==> src/rtl/vball_pkg.sv <==
`default_nettype none
// ============================================================================
//  Module   : vball_pkg
//  Brief    : Shared types and constants for the sprite attribute RAM.
//  Revision : 1.0  initial release
// ============================================================================
package vball_pkg;

    // Controller phases: power-on clear, steady state, back->front transfer
    typedef enum logic [1:0] {
        INIT = 2'd0,
        IDLE = 2'd1,
        COPY = 2'd2
    } vball_state_e;

    localparam int SPR_RAM_DEPTH = 256;
    localparam int SPR_BYTES     = 4;
    localparam int SPR_COUNT     = 64;

endpackage : vball_pkg
`default_nettype wire

==> src/rtl/vball_dpram.sv <==
`default_nettype none
// ============================================================================
//  Module   : vball_dpram
//  Brief    : Generic true dual-port RAM, 2**ADDR_W x DATA_W, registered
//             read-before-write outputs on both ports.
//  Revision : 1.0  initial release
// ============================================================================
module vball_dpram #(
    parameter int ADDR_W = 8,
    parameter int DATA_W = 8
) (
    input  logic              clk_i,
    input  logic              rst_ni,
    // port A
    input  logic              a_we_i,
    input  logic [ADDR_W-1:0] a_addr_i,
    input  logic [DATA_W-1:0] a_din_i,
    output logic [DATA_W-1:0] a_dout_o,
    // port B
    input  logic              b_we_i,
    input  logic [ADDR_W-1:0] b_addr_i,
    input  logic [DATA_W-1:0] b_din_i,
    output logic [DATA_W-1:0] b_dout_o
);

    logic [DATA_W-1:0] mem_q [2**ADDR_W];
    logic [DATA_W-1:0] a_dout_q;
    logic [DATA_W-1:0] b_dout_q;

    // Array writes; contents are never reset, the owner clears them explicitly
    always_ff @(posedge clk_i) begin
        if (a_we_i) begin
            mem_q[a_addr_i] <= a_din_i;
        end
        if (b_we_i) begin
            mem_q[b_addr_i] <= b_din_i;
        end
    end

    // Registered reads sample the array before this edge's writes land
    always_ff @(posedge clk_i or negedge rst_ni) begin
        if (!rst_ni) begin
            a_dout_q <= '0;
            b_dout_q <= '0;
        end else begin
            a_dout_q <= mem_q[a_addr_i];
            b_dout_q <= mem_q[b_addr_i];
        end
    end

    assign a_dout_o = a_dout_q;
    assign b_dout_o = b_dout_q;

endmodule : vball_dpram
`default_nettype wire

==> src/rtl/vball_sprite_ram.sv <==
`default_nettype none
// ============================================================================
//  Module   : vball_sprite_ram
//  Brief    : Double-buffered 64 x 4-byte sprite attribute RAM. CPU owns the
//             back buffer, the renderer reads the front buffer, and a copy
//             engine moves back -> front on every vblank rising edge.
//  Revision : 1.0  initial release
// ============================================================================
module vball_sprite_ram
    import vball_pkg::*;
#(
    parameter int ADDR_W = 8,
    parameter int DATA_W = 8
) (
    input  logic              clk_sys,
    input  logic              reset_n,
    input  logic [ADDR_W-1:0] cpu_addr,
    input  logic [DATA_W-1:0] cpu_din,
    input  logic              cpu_we,
    output logic [DATA_W-1:0] cpu_dout,
    input  logic              vblank,
    input  logic [ADDR_W-1:0] sma,
    output logic [DATA_W-1:0] smd,
    output logic              busy,
    output logic              copy_done
);

    localparam logic [ADDR_W-1:0] CTR_LAST = {ADDR_W{1'b1}};

    vball_state_e      state_q;
    logic [ADDR_W-1:0] ctr_q;
    logic              vblank_q;
    logic              pend_q;
    logic              drain_q;     // all reads issued, last front write pending
    logic              wr_vld_q;    // write stage holds a valid copy beat
    logic [ADDR_W-1:0] wr_addr_q;
    logic              byp_q;       // CPU wrote the address being read
    logic [DATA_W-1:0] byp_data_q;
    logic              busy_q;
    logic              copy_done_q;

    logic              rise;
    logic              back_a_we;
    logic              back_b_we;
    logic [DATA_W-1:0] back_rd;
    logic              front_a_we;
    logic [ADDR_W-1:0] front_a_addr;
    logic [DATA_W-1:0] front_a_din;
    logic [DATA_W-1:0] front_rd_unused;

    // Register vblank so its rising edge can be detected
    always_ff @(posedge clk_sys or negedge reset_n) begin
        if (!reset_n) begin
            vblank_q <= 1'b0;
        end else begin
            vblank_q <= vblank;
        end
    end

    assign rise = vblank & ~vblank_q;

    // Controller: clear sequencing, copy pipeline and registered status outputs
    always_ff @(posedge clk_sys or negedge reset_n) begin
        if (!reset_n) begin
            state_q     <= INIT;
            ctr_q       <= '0;
            pend_q      <= 1'b0;
            drain_q     <= 1'b0;
            wr_vld_q    <= 1'b0;
            wr_addr_q   <= '0;
            byp_q       <= 1'b0;
            byp_data_q  <= '0;
            busy_q      <= 1'b1;
            copy_done_q <= 1'b0;
        end else begin
            copy_done_q <= 1'b0;
            case (state_q)
                INIT: begin
                    // A vblank edge seen while clearing is remembered, not lost
                    if (rise) begin
                        pend_q <= 1'b1;
                    end
                    if (ctr_q == CTR_LAST) begin
                        state_q <= IDLE;
                        busy_q  <= 1'b0;
                        ctr_q   <= '0;
                    end else begin
                        ctr_q <= ctr_q + 1'b1;
                    end
                end
                IDLE: begin
                    if (rise || pend_q) begin
                        state_q <= COPY;
                        busy_q  <= 1'b1;
                        pend_q  <= 1'b0;
                        ctr_q   <= '0;
                        drain_q <= 1'b0;
                    end
                end
                COPY: begin
                    // Read stage issues back[ctr]; write stage lands it next cycle
                    wr_vld_q   <= ~drain_q;
                    wr_addr_q  <= ctr_q;
                    byp_q      <= cpu_we && (cpu_addr == ctr_q);
                    byp_data_q <= cpu_din;
                    if (!drain_q) begin
                        if (ctr_q == CTR_LAST) begin
                            drain_q <= 1'b1;
                        end else begin
                            ctr_q <= ctr_q + 1'b1;
                        end
                    end else begin
                        state_q     <= IDLE;
                        busy_q      <= 1'b0;
                        copy_done_q <= 1'b1;
                        wr_vld_q    <= 1'b0;
                        drain_q     <= 1'b0;
                        ctr_q       <= '0;
                    end
                end
                default: begin
                    state_q <= INIT;
                    busy_q  <= 1'b1;
                    ctr_q   <= '0;
                end
            endcase
        end
    end

    // Back buffer: CPU on port A (locked out while clearing), clear/copy on B
    assign back_a_we = cpu_we && (state_q != INIT);
    assign back_b_we = (state_q == INIT);

    // Front buffer: clear/copy writes on port A, renderer reads on port B
    assign front_a_we   = (state_q == INIT) || ((state_q == COPY) && wr_vld_q);
    assign front_a_addr = (state_q == INIT) ? ctr_q : wr_addr_q;
    assign front_a_din  = (state_q == INIT) ? '0 :
                          (byp_q ? byp_data_q : back_rd);

    vball_dpram #(
        .ADDR_W (ADDR_W),
        .DATA_W (DATA_W)
    ) u_back (
        .clk_i    (clk_sys),
        .rst_ni   (reset_n),
        .a_we_i   (back_a_we),
        .a_addr_i (cpu_addr),
        .a_din_i  (cpu_din),
        .a_dout_o (cpu_dout),
        .b_we_i   (back_b_we),
        .b_addr_i (ctr_q),
        .b_din_i  ('0),
        .b_dout_o (back_rd)
    );

    vball_dpram #(
        .ADDR_W (ADDR_W),
        .DATA_W (DATA_W)
    ) u_front (
        .clk_i    (clk_sys),
        .rst_ni   (reset_n),
        .a_we_i   (front_a_we),
        .a_addr_i (front_a_addr),
        .a_din_i  (front_a_din),
        .a_dout_o (front_rd_unused),
        .b_we_i   (1'b0),
        .b_addr_i (sma),
        .b_din_i  ('0),
        .b_dout_o (smd)
    );

    assign busy      = busy_q;
    assign copy_done = copy_done_q;

endmodule : vball_sprite_ram
`default_nettype wire

==> config.mk <==
export PLATFORM = sky130hd
export DESIGN_NAME = vball_sprite_ram
export DESIGN_NICKNAME = d
export VERILOG_FILES = /design/src/rtl/vball_pkg.sv /design/src/rtl/vball_dpram.sv /design/src/rtl/vball_sprite_ram.sv
export SDC_FILE = /design/constraint.sdc
export NUM_CORES = 2
export LEC_CHECK = 0
export ABC_CLOCK_PERIOD_IN_PS = 9200
export CORE_ASPECT_RATIO = 0.75
export CORE_UTILIZATION = 38
export CTS_BUF_LIST = sky130_fd_sc_hd__clkbuf_4
export DETAILED_ROUTE_END_ITERATION = 8
export PLACE_DENSITY_LB_ADDON = 0.08
export SLEW_MARGIN = 30
export SYNTH_ARGS = -nofsm -noshare
export SYNTH_HDL_FRONTEND = slang
export SYNTH_SLANG_ARGS = --single-unit
==> constraint.sdc <==
create_clock -name clk_sys -period 9.2 [get_ports clk_sys]
set_clock_uncertainty 0.05 [all_clocks]
set_input_delay 0.92 -clock clk_sys [delete_from_list [all_inputs] [get_ports clk_sys]]
set_output_delay 0.92 -clock clk_sys [all_outputs]
set_load 0.05 [all_outputs]
==> impl_metrics.yaml <==
pwr:
  p_leak_nw: 60.1
  powerDensity_nw_per_um2: 192
  vdd_drop_max_v: 0.000136
synth:
  synth_cell_types: 82
  synthArstFlopShare: 0.0137
  synth_edf_count: 4096
  syn_area_per_cell_um2: 21.1
  synthCells: 8406
  ys_seq_elements: 4153
  synth_flop_cell: "edfxtp_1"
  synth_nets: 8435
  synthesis.area_um2: 178000
  yosysWarnings: 0
  synth_seq_area_share: 0.700
place:
  place_hpwl_mm: 372
  dp_slack_ps: 3670
  gp_congestion: 0.887
  placed_area_um2: 185000
  place_inst: 14319
  portBuffers: 45
finish:
  final_util: 0.428
  final.fill_count: 40675
  final_nets: 9289
  syn_to_final_growth_pct: 12.1
  finalInstanceArea_um2: 199000
  multi_input_area_um2: 50300
  ff_latch_area_um2: 124000
  drive_above_1_share: 0.378
  final_cells: 16222
worst_hold_path:
  hold_start: "cpu_addr[0]"
  hp-class: "in -> reg"
  min_to: "byp_q"
  whs_path_depth: 6
drt:
  drtAntennaViolNets: 0
  drtPass1Iterations: 6
  routed_wl_mm: 603
  route.detailed.drc: 0
  viasPerCell: 6.13
  num_vias: 99520
  wl_per_cell_um: 37.2
  drt_iter0_markers: 12937
clock_network:
  cts-root-buf: "clkbuf_4"
  cts_tree: "yes"
  htreeDepth: 7
  path_clk_slew_ps: 70
  clock_sinks: 4153
  cts_buffers: 1153
  cts_setup_buffers: 0
  insertion_delay_ps: 1800
  cts.path.max_buffers: 5
sta:
  setup_viol: 0
  setup_tns_ps: 0
  tightest_slew_ps: 1120
  rsz0062_at_grt: "false"
  period_minus_slack_ps: 5100
  fin_crit_sh: 0.554
  setup_ws_ps: 4100
  timing_hold_violations_final: 0
  fmax_mhz: 196
  maxSlewViolCount: 0
  relSlewSlack: 0.246
job:
  max_cap_viol_count: 0
global_route:
  antenna_found_initial: 62
  grt_pass1_wl_mm: 825
  gr-total-overflow: 0
  grt_max_degree: 213
  grt_pass1_vias: 99211
  grt.total_usage: 0.255
setup_path:
  cp_slowest_cell: "dfrtp_4"
  crit_chain: "buf_4, buf_4, mux4_2, mux4_2, nor2_1, a21oi_1, a221oi_1, o22ai_1"
  crit_arrival_ps: 6690
  critical_path_required_ps: 10790
  r2r_start: "ctr_q[1]"
  worstSetupPathType: "reg -> reg"
  slowest_delay_ps: 880
  crit_fanout: 44
  worstReg2RegEnd: "u_back.b_dout_o[1]"
  startpoint_type: "flip-flop"
  rr_worst_depth: 8
  end_kind: "flip-flop"
  r2r_slack_ps: 4100
floorplanning:
  top_level_ports: 46
  core-area_um2: 466000
  rows: 217
  start_util: 0.382
  die_x_um: 792
  fp.dieH_um: 594
  die_area_um2: 470000
status:
  outcome: "finished clean"
## cell type report
class,count,share of cell area
timing repair buffer,307,0.0154
clock inverter,252,0.00717
clock buffer,1588,0.0599
antenna,36,0.000452
multi-input combinational,3632,0.253
tap,6241,0.0392
sequential,4153,0.625
inverter,13,0.000258
## flip-flops by register name, summed over array words and instances (netlist names), 8 cells and up
| name | flops |
|---|---|
| byp_data_q | 8 |
| wr_addr_q | 8 |
| u_back.a_dout_o | 8 |
| ctr_q | 8 |
| u_back.b_dout_o | 8 |
| u_front.b_dout_o | 8 |
| u_back.mem_q | 2048 |
| u_front.mem_q | 2048 |
## what timing repair did
item	in CTS	in global routing
resized for setup	0	0
endpoints found under the hold margin	164	8
hold buffers	17	1
## how the worst max path moves through the flow
| stage | slack, ps | to | cells after the start | start |
|---|---|---|---|---|
| after floorplan | 650 | u_front.mem_q[0][0] | 5 | state_q[1] |
| after global placement | 3600 | u_front.b_dout_o[2] | 7 | sma[5] |
| after detailed placement | 3670 | u_back.a_dout_o[0] | 9 | cpu_addr[1] |
| after CTS | 4280 | u_front.mem_q[181][5] | 6 | ctr_q[0] |
| after global routing | 4150 | u_front.mem_q[37][5] | 6 | ctr_q[0] |
| final | 4100 | u_back.b_dout_o[1] | 8 | ctr_q[1] |
## layout by cell type (no fill, tap or decap), drive strengths merged, types with 22 or more instances in the layout
| master | count |
|---|---|
| clkinv | 217 |
| clkbuf | 1590 |
| a22oi | 129 |
| a211oi | 82 |
| nand2 | 211 |
| a21oi | 71 |
| buf | 254 |
| o221ai | 44 |
| nor3 | 26 |
| mux2 | 58 |
| edfxtp | 4096 |
| nand3 | 45 |
| o21ai | 79 |
| and2 | 22 |
| clkdlybuf4s50 | 34 |
| inv | 31 |
| a22o | 27 |
| a221oi | 44 |
| o22ai | 98 |
| diode | 36 |
| dfrtp | 56 |
| mux2i | 321 |
| nor2 | 564 |
| mux4 | 1642 |
## worst max-delay path: cells and delay by family, from the launching register on
family | cells | cell delay [ps]
mux | 2 | 940
flops | 1 | 880
simple gates | 1 | 450
compound gates | 3 | 1220
buf+inv | 2 | 1320
## metrics by stage
stage / hold WS (ps) / total power, mW
floorplan: 400 / 21.8
global placement: 418 / 22.3
detailed placement: 417 / 22.3
CTS: 7.62 / 38.5
global route: 135 / 39.5
finish: 250 / 38.1
## power breakdown
group | switching (mW) | internal, mW
Sequential | 0.0187 | 20.5
Combinational | 0.834 | 0.592
Clock | 7.85 | 8.38
Total | 8.70 | 29.4
## Yosys cell counts (all sizes together), types with 26 or more instances
| cell type | number | area share |
|---|---|---|
| a22oi | 129 | 0.0055 |
| buf | 374 | 0.015 |
| o22ai | 98 | 0.0035 |
| mux2 | 58 | 0.0037 |
| a221oi | 44 | 0.0022 |
| a22o | 27 | 0.0013 |
| edfxtp | 4096 | 0.69 |
| nand3 | 45 | 0.0013 |
| a21oi | 71 | 0.0020 |
| clkbuf | 234 | 0.0051 |
| mux2i | 321 | 0.018 |
| nor3 | 26 | 0.00076 |
| nand2 | 211 | 0.0045 |
| a211oi | 82 | 0.0035 |
| o21ai | 79 | 0.0022 |
| o221ai | 44 | 0.0022 |
| nor2 | 564 | 0.012 |
| dfrtp | 56 | 0.0079 |
| mux4 | 1642 | 0.21 |
## per-layer routing
layer  wire length, µm  global-route usage  part of all wire
met5                33                   0          0.000055
met4             14800              0.0827             0.025
met3             65000              0.0766              0.11
met2            251000               0.342              0.42
met1            272000               0.395              0.45
## logic make-up (layout without fill, tap and decap cells)
group,after synthesis,in the layout,synth area share
XOR/XNOR,8,8,0.000394
adder cells (fa/ha/maj),1,1,0.0000704
multiplexers,2021,2021,0.231
AO/OA/AOI/OAI,656,656,0.0262
flip-flops,4153,4153,0.700
AND/OR/NAND/NOR,946,946,0.0221
other,0,36,0
buffers and inverters,621,2160,0.0202
(Power assumes the default switching activity.)
